$ cat src/rtl/nt_subckt_activity_monitor_pkg.sv
// Shared definitions for the Nt-node subcircuit activity monitor: state
// encodings and default parameter values.
package nt_subckt_activity_monitor_pkg;

  localparam int WIN_LOG2_DEF  = 3;
  localparam int PAT_W_DEF     = 4;
  localparam int TOGGLE_TH_DEF = 2;

  typedef enum logic [1:0] {
    ST_IDLE   = 2'd0,
    ST_PRIME  = 2'd1,
    ST_COUNT  = 2'd2,
    ST_REPORT = 2'd3
  } state_t;

endpackage

$ cat src/rtl/nt_subckt_activity_monitor_if.sv
// Signal bundle between the observed subcircuit/controller (master) and the
// activity monitor (slave), including the monitor's FSM state for observation.
interface nt_subckt_activity_monitor_if #(
  parameter int WIN_LOG2 = 3,
  parameter int PAT_W    = 4
) ();
  import nt_subckt_activity_monitor_pkg::*;

  // No backpressure: win_done and match_pulse are single-cycle valid strobes
  // with no ready; toggle_cnt/rare_flag are held until the next win_done.
  logic                en;
  logic                din;
  logic [PAT_W-1:0]    pattern;
  logic                win_done;
  logic [WIN_LOG2:0]   toggle_cnt;
  logic                rare_flag;
  logic                match_pulse;
  logic [PAT_W-1:0]    hist;
  state_t              state_dbg;

  modport master (
    output en, din, pattern,
    input  win_done, toggle_cnt, rare_flag, match_pulse, hist, state_dbg
  );

  modport slave (
    input  en, din, pattern,
    output win_done, toggle_cnt, rare_flag, match_pulse, hist, state_dbg
  );

endinterface

$ cat src/rtl/nt_subckt_activity_monitor_toggle_detect.sv
// Holds the previous sample of the observed bit and flags a toggle when the
// current bit differs from it.
module nt_toggle_detect (
  input  logic clk,
  input  logic rst_n,
  input  logic load,
  input  logic din,
  output logic toggle
);

  logic prev_q;
  logic prev_d;

  always_comb begin
    prev_d = prev_q;
    if (load) prev_d = din;
  end

  always_ff @(posedge clk or negedge rst_n) begin
    if (!rst_n) prev_q <= 1'b0;
    else        prev_q <= prev_d;
  end

  assign toggle = din ^ prev_q;

endmodule

$ cat src/rtl/nt_subckt_activity_monitor.sv
// Windowed toggle counter with rare-activity flag and a pattern watch over
// the most recent PAT_W samples of a single observed bit.
module nt_subckt_activity_monitor
  import nt_subckt_activity_monitor_pkg::*;
#(
  parameter int WIN_LOG2  = WIN_LOG2_DEF,
  parameter int PAT_W     = PAT_W_DEF,
  parameter int TOGGLE_TH = TOGGLE_TH_DEF
) (
  input  logic                          I1470_clk,
  input  logic                          I1477_rst,
  nt_subckt_activity_monitor_if.slave   mon
);

  localparam int                  FILL_W   = $clog2(PAT_W + 1);
  localparam logic [FILL_W-1:0]   FILL_MAX = FILL_W'(PAT_W);
  localparam logic [WIN_LOG2-1:0] CYC_LAST = '1;
  localparam logic [WIN_LOG2:0]   TOG_TH   = (WIN_LOG2 + 1)'(TOGGLE_TH);

  state_t              state_q, state_d;
  logic [PAT_W-1:0]    hist_q, hist_d;
  logic [FILL_W-1:0]   fill_q, fill_d;
  logic [WIN_LOG2-1:0] cyc_q, cyc_d;
  logic [WIN_LOG2:0]   tog_q, tog_d;
  logic                win_done_q, win_done_d;
  logic [WIN_LOG2:0]   toggle_cnt_q, toggle_cnt_d;
  logic                rare_q, rare_d;
  logic                match_q, match_d;

  logic                load;
  logic                toggle;
  logic [PAT_W-1:0]    hist_shift;
  logic [FILL_W-1:0]   fill_next;
  logic [WIN_LOG2:0]   tog_next;

  nt_toggle_detect u_toggle (
    .clk    (I1470_clk),
    .rst_n  (I1477_rst),
    .load   (load),
    .din    (mon.din),
    .toggle (toggle)
  );

  assign hist_shift = {hist_q[PAT_W-2:0], mon.din};
  assign fill_next  = (fill_q == FILL_MAX) ? fill_q : fill_q + 1'b1;
  assign tog_next   = tog_q + {{WIN_LOG2{1'b0}}, toggle};

  always_comb begin
    state_d      = state_q;
    hist_d       = hist_q;
    fill_d       = fill_q;
    cyc_d        = cyc_q;
    tog_d        = tog_q;
    win_done_d   = 1'b0;
    toggle_cnt_d = toggle_cnt_q;
    rare_d       = rare_q;
    match_d      = 1'b0;
    load         = 1'b0;

    unique case (state_q)
      ST_IDLE: begin
        if (mon.en) state_d = ST_PRIME;
      end

      ST_PRIME: begin
        load    = 1'b1;
        hist_d  = '0;
        fill_d  = '0;
        cyc_d   = '0;
        tog_d   = '0;
        state_d = mon.en ? ST_COUNT : ST_IDLE;
      end

      ST_COUNT: begin
        if (mon.en) begin
          load    = 1'b1;
          hist_d  = hist_shift;
          fill_d  = fill_next;
          tog_d   = tog_next;
          cyc_d   = cyc_q + 1'b1;
          match_d = (fill_next == FILL_MAX) && (hist_shift == mon.pattern);
          // Results are registered on the last sample so they are visible
          // during the REPORT cycle itself.
          if (cyc_q == CYC_LAST) begin
            state_d      = ST_REPORT;
            win_done_d   = 1'b1;
            toggle_cnt_d = tog_next;
            rare_d       = (tog_next < TOG_TH);
          end
        end else begin
          state_d = ST_IDLE;
          tog_d   = '0;
          cyc_d   = '0;
          fill_d  = '0;
        end
      end

      ST_REPORT: begin
        // prev and hist carry over so consecutive windows abut seamlessly.
        cyc_d   = '0;
        tog_d   = '0;
        state_d = mon.en ? ST_COUNT : ST_IDLE;
      end

      default: state_d = ST_IDLE;
    endcase
  end

  always_ff @(posedge I1470_clk or negedge I1477_rst) begin
    if (!I1477_rst) begin
      state_q      <= ST_IDLE;
      hist_q       <= '0;
      fill_q       <= '0;
      cyc_q        <= '0;
      tog_q        <= '0;
      win_done_q   <= 1'b0;
      toggle_cnt_q <= '0;
      rare_q       <= 1'b0;
      match_q      <= 1'b0;
    end else begin
      state_q      <= state_d;
      hist_q       <= hist_d;
      fill_q       <= fill_d;
      cyc_q        <= cyc_d;
      tog_q        <= tog_d;
      win_done_q   <= win_done_d;
      toggle_cnt_q <= toggle_cnt_d;
      rare_q       <= rare_d;
      match_q      <= match_d;
    end
  end

  assign mon.win_done    = win_done_q;
  assign mon.toggle_cnt  = toggle_cnt_q;
  assign mon.rare_flag   = rare_q;
  assign mon.match_pulse = match_q;
  assign mon.hist        = hist_q;
  assign mon.state_dbg   = state_q;

endmodule
$ cat src/flat_wrapper.sv
// flat-port wrapper written by rule: the top's interface ports become plain ports
module nt_subckt_activity_monitor_flat import nt_subckt_activity_monitor_pkg::*;
#(
  parameter int WIN_LOG2  = WIN_LOG2_DEF,
  parameter int PAT_W     = PAT_W_DEF,
  parameter int TOGGLE_TH = TOGGLE_TH_DEF
)
  (I1470_clk, I1477_rst, mon_en, mon_din, mon_pattern, mon_win_done, mon_toggle_cnt, mon_rare_flag, mon_match_pulse, mon_hist, mon_state_dbg);
  nt_subckt_activity_monitor_if #(.WIN_LOG2(WIN_LOG2), .PAT_W(PAT_W)) mon_i ();
  input  logic I1470_clk;
  input  logic I1477_rst;
  input wire logic [$bits(mon_i.en)-1:0] mon_en;
  input wire logic [$bits(mon_i.din)-1:0] mon_din;
  input wire logic [$bits(mon_i.pattern)-1:0] mon_pattern;
  output wire logic [$bits(mon_i.win_done)-1:0] mon_win_done;
  output wire logic [$bits(mon_i.toggle_cnt)-1:0] mon_toggle_cnt;
  output wire logic [$bits(mon_i.rare_flag)-1:0] mon_rare_flag;
  output wire logic [$bits(mon_i.match_pulse)-1:0] mon_match_pulse;
  output wire logic [$bits(mon_i.hist)-1:0] mon_hist;
  output wire logic [$bits(mon_i.state_dbg)-1:0] mon_state_dbg;
  assign mon_i.en = mon_en;
  assign mon_i.din = mon_din;
  assign mon_i.pattern = mon_pattern;
  assign mon_win_done = mon_i.win_done;
  assign mon_toggle_cnt = mon_i.toggle_cnt;
  assign mon_rare_flag = mon_i.rare_flag;
  assign mon_match_pulse = mon_i.match_pulse;
  assign mon_hist = mon_i.hist;
  assign mon_state_dbg = mon_i.state_dbg;
  nt_subckt_activity_monitor #(.WIN_LOG2(WIN_LOG2), .PAT_W(PAT_W), .TOGGLE_TH(TOGGLE_TH)) u_core (.I1470_clk(I1470_clk), .I1477_rst(I1477_rst), .mon(mon_i));
endmodule
$ cat config.mk
export PLATFORM = sky130hd
export DESIGN_NAME = nt_subckt_activity_monitor_flat
export DESIGN_NICKNAME = d
export VERILOG_FILES = /design/src/rtl/nt_subckt_activity_monitor_pkg.sv /design/src/rtl/nt_subckt_activity_monitor_if.sv /design/src/rtl/nt_subckt_activity_monitor_toggle_detect.sv /design/src/rtl/nt_subckt_activity_monitor.sv /design/src/flat_wrapper.sv
export SDC_FILE = /design/constraint.sdc
export NUM_CORES = 1
export LEC_CHECK = 0
export BUFFER_PORTS_ARGS = -buffer_cell sky130_fd_sc_hd__clkbuf_2
export CAP_MARGIN = 25
export CELL_PAD_IN_SITES_DETAIL_PLACEMENT = 1
export CELL_PAD_IN_SITES_GLOBAL_PLACEMENT = 1
export CORE_MARGIN = 5
export CORE_UTILIZATION = 46
export DETAILED_ROUTE_END_ITERATION = 7
export GPL_ROUTABILITY_DRIVEN = 0
export PLACE_DENSITY = 0.89
export REMOVE_ABC_BUFFERS = 1
export SYNTH_ARGS = -nofsm -noshare
export SYNTH_HDL_FRONTEND = slang
export SYNTH_HIERARCHICAL = 1
export SYNTH_SLANG_ARGS = --single-unit
$ cat constraint.sdc
create_clock -name I1470_clk -period 4 [get_ports I1470_clk]
set_input_delay 0.4 -clock I1470_clk [delete_from_list [all_inputs] [get_ports I1470_clk]]
set_output_delay 0.4 -clock I1470_clk [all_outputs]
set_load 0.005 [all_outputs]
Word level (Yosys, flattened, before mapping):

Index checks and enable logic that the tools add are counted.

* bits in registers: 24
* bits of input ports: 8
* output and inout port bits: 13
* word-level logic and storage cells: 54

* add/sub/neg operators: 3
* order comparisons: 1
* equal/unequal tests: 10
* muxes and demuxes: 21
* bitwise logic cells: 1
* reduce and logical (&&, ||, !) cells: 8

Operator list (count)
* $pmux 4 s2: 2
* $pmux 3 s2: 2
* $eq 3x3->1 const B: 3
* $mux 3: 3
* $mux 2: 4
* $mux 4: 2
* $add 3x1->3 const B: 2
* $mux 1: 6
* $pmux 2 s3: 1
* $add 4x1->4: 1
* $eq 2x2->1 const B: 2
* $eq 4x4->1: 1
* $lt 4x2->1 const B: 1
* $ne 2x2->1 const B: 2
* $reduce_and 2->1: 2
* $reduce_bool 2->1: 2
* $ne 3x2->1 const B: 1
* $reduce_and 3->1: 1
* $eq 2x1->1 const B: 1
* $logic_not 2->1: 1
* $pmux 1 s2: 1
* $reduce_or 2->1: 1
* $logic_and 1x1->1: 1
* $xor 1x1->1: 1

Longest topological paths before layout:

* word-level depth: 6
* depth in mapped cells: 7
* depth with buffers taken out: 6

Hierarchy:

The synthesis kept the hierarchy.

By module, submodules not included
* nt_subckt_activity_monitor: times used 1, cells an instance 113, area each 1188.6 um^2
* nt_toggle_detect: times used 1, cells an instance 3, area each 48.8 um^2

Least setup slack after synthesis:

Ideal clock, no wire load.

* kind: register to register
* start: register u_core.state_q[0], in the netlist u_core/mon.state_dbg[0]
* end: register u_core.u_toggle.prev_q
* arrival: 1.580 ns
* required time: 3.875 ns
* setup slack: 2.295 ns
* stages on the path, launching flop included: 8
* path buffers: 2
* clock period less this slack: 1.705 ns
* path through: dfrtp_1 inv_1 ha_1 buf_4 and2_1 clkbuf_2 o21a_1 mux2_4

* word-level cells in the longest chain between the ends: 2
* elaborated cells on any way between the ends: 3
* those cells by class: eq/ne (2); mux (1)

Ends and longest elaborated chain
* start, declared: line nt_subckt_activity_monitor.sv:20 `state_t state_q, state_d;`
* start signal, assigned: line nt_subckt_activity_monitor.sv:121 `state_q <= state_d;`
* $eq 2x2->1 or $eq 2x1->1 (tied branches): line nt_subckt_activity_monitor.sv:60 `unique case (state_q)`
* $pmux 1 s2 (*): line nt_subckt_activity_monitor.sv:60
* named net u_core.load: line nt_subckt_activity_monitor.sv:30 `logic load;`
* end signal, assigned: line nt_subckt_activity_monitor_toggle_detect.sv:21 `else prev_q <= prev_d;`
* end, declared: line nt_subckt_activity_monitor_toggle_detect.sv:11 `logic prev_q;`

The timed path passes the listed nets; every way through them passes the cells marked *.
A chain may end at the register's enable or synchronous reset.

Worst setup path after layout:

Ends and elaborated chain as after synthesis.

==> reports/results.tsv <==
stage	metric	value	unit
outcome	status	completed	
clocking	clockBufferDepth	2	
timing	finalClockSkew	2.18	ps
worst_setup_path	worstSetupEndpointType	flop	
layout	n_antenna_cell	0	
yosys	yosysTopAreaCellShare	0.485	
yosys	syn_area	1240	sq um
global_route	grt_first_pass_wirelength	4510	microns
yosys	async_flop_share	1.00	
global_route	grt_max_degree	25	
floorplan	dieArea	3830	sq um
power	leakagePower	0.706	nW
power	ir_worst_vdd	327	uV
global_route	overflow	0	
placed_design	dp.cells	162	
placed_design	io_buffers	20	
clocking	cts-hold-fix-buffers	0	
routing	vias_per_cell	5.51	
timing	hold_ws	57.4	ps
floorplan	rows	18	
yosys	synth_edf_count	0	
routing	drt_iter0_drc	12	
worst_setup_path	start_kind	flop	
yosys	yosys-top-cells-count	dfrtp_1, nand2_1, ha_1	
global_route	grt_pass1_vias	1023	
routing	wl	2520	microns
timing	period_share	0.454	
timing	rsz0062_at_grt	false	
layout	layout-drive-gt1-share	0.206	
layout	finalNetCount	155	
clocking	clkSinkCount	24	
routing	vias	915	
timing	worst_pin_slew	595	ps
worst_setup_path	required	4220	ps
worst_setup_path	cp.arrival	2040	ps
floorplan	io_pins	21	
floorplan	start_util	0.491	
routing	drc	0	
floorplan	core-area	2520	sq um
global_route	grt.total_usage	0.159	
timing	post-route-min-period	1820	ps
clocking	cts-root-buf	clkbuf_4	
timing	fin_setup_tns	0	ps
power	power_density	545	nW/um^2
yosys	ys_warn_count	6	
timing	hold_viol	0	
yosys	syn_inst	116	
power	power	0.763	mW
global_route	antenna_found_initial	0	
yosys	synth.most_common_cell	dfrtp_1	
run	maxCapViolCount	0	
yosys	yosysSeqAreaShare	0.485	
timing	maxSlewViolCount	0	
clocking	cts_tree	yes	
yosys	ys_seq_elements	24	
placed_design	place_area	1350	sq um
placed_design	dp.final_hpwl	2000	microns
layout	syn2layout_area_growth	13.0	%
clocking	clk_pin_slew	140	ps
routing	ant_nets	0	
yosys	synth.area.top_cells	dfrtp_1, ha_1, a22o_1, nand2_1, xnor2_1	
yosys	synth_top_area_cell	dfrtp_1	
worst_hold_path	hold_path_class	in2async	
timing	finalSetupViolCount	0	
layout	fin_area	1400	sq um
clocking	cts_setup_buffers	0	
clocking	insertion_delay	310	ps
routing	routedWlPerCell	15.2	microns
floorplan	die_x	61.9	microns
timing	fmax	551	MHz
worst_setup_path	critical_path.max_fanout	8	
timing	relSlewSlack	0.604	
layout	nFillCells	291	
yosys	syn_avg_cell_area	10.7	sq um
routing	first_pass_iters	4	
yosys	synth_cell_types	32	
floorplan	fp.dieH	61.9	microns
worst_setup_path	setup.worst_path.class	reg2reg	
clocking	post_cts_resized	0	
clocking	cts_buffers	3	
yosys	ys.flop_type	dfrtp_1	
clocking	cts_htree_levels	1	
layout	instances_no_fill	166	
-- per-stage QoR --
stage	worst slack [ps]	utilization
final	2180	0.555
after global routing	2060	0.555
after CTS	2170	0.555
after detailed placement	2170	0.534
after global placement	2300	0.534
after floorplan	2390	-
-- area by class of cell --
type,instances,area (sq um),share of cell area
timing repair buffer,20,100,0.0716
sequential,24,601,0.429
multi-input combinational,81,582,0.416
tap,30,37.5,0.0268
inverter,7,26.3,0.0188
clock buffer,3,22.5,0.0161
clock inverter,1,30.0,0.0215
-- registers in the layout (all words and copies together) (netlist names) --
signal and count:
u_core/cyc_q 3, u_core/fill_q 3, u_core/tog_q 4, u_core/mon.win_done 1, u_core/mon.rare_flag 1, u_core/mon.toggle_cnt 4
u_core/mon.state_dbg 2, u_core/mon.hist 4, u_core/u_toggle/prev_q 1, u_core/mon.match_pulse 1
-- power breakdown --
part	internal, mW	total [mW]	leakage [nW]	switching [mW]
combinational	0.118	0.276	0.349	0.158
sequential	0.276	0.309	0.329	0.0330
clock	0.101	0.178	0.0279	0.0765
total	0.495	0.763	0.706	0.268
-- final timing paths --
| path | startpoint | to | slack [ps] | cells past startpoint |
|---|---|---|---|---|
| max | u_core/mon.state_dbg[0] | u_core/u_toggle/prev_q | 2180 | 5 |
| min | I1477_rst | u_core/mon.rare_flag | 60 | 1 |
| max reg2reg | u_core/mon.state_dbg[0] | u_core/u_toggle/prev_q | 2180 | 5 |
| min reg2reg | u_core/mon.toggle_cnt[1] | u_core/mon.toggle_cnt[1] | 490 | 2 |
| max in group asynchronous | I1477_rst | u_core/mon.hist[1] | 3560 | 1 |
| min in group I1470_clk | mon_pattern[3] | u_core/mon.match_pulse | 370 | 4 |
-- cell families (layout without fill, tap and decap cells) --
kind of cell | after synthesis | in the layout | share of synthesized area
xor+xnor | 8 | 8 | 0.0566
simple gates | 32 | 32 | 0.129
fa+ha+maj | 10 | 10 | 0.101
mux | 4 | 4 | 0.0364
compound gates | 27 | 27 | 0.147
flops | 24 | 24 | 0.485
buf+inv | 11 | 31 | 0.0445
-- routing by layer --
| metal | vias to the layer above | part of all wire | track usage |
|---|---|---|---|
| met1 | 456 | 0.41 | 0.175 |
| met5 | - | 0 | 0 |
| met2 | 13 | 0.55 | 0.306 |
| li1 | 446 | - | - |
| met3 | 0 | 0.032 | 0.0289 |
| met4 | 0 | 0 | 0.0455 |
-- critical path, stage by stage, from the launching register on --
cell and delay, ps:
dfrtp_1 480, inv_1 130, ha_1 330, and2_1 320
o21a_1 180, mux2_4 300
-- cells in the final DEF (no fill, tap or decap), types with 2 or more instances in the layout --
cell      instances
xnor2_1           5
xor2_1            3
nand3_1           4
ha_1             10
clkbuf_4          3
nand2_1          15
nor2_1            4
mux2i_1           3
a21oi_1           4
a22o_1            8
inv_1             7
o21ai_0           8
clkbuf_2         20
o21a_1            2
dfrtp_1          24
Note: power is estimated with default switching activity, not from simulation.
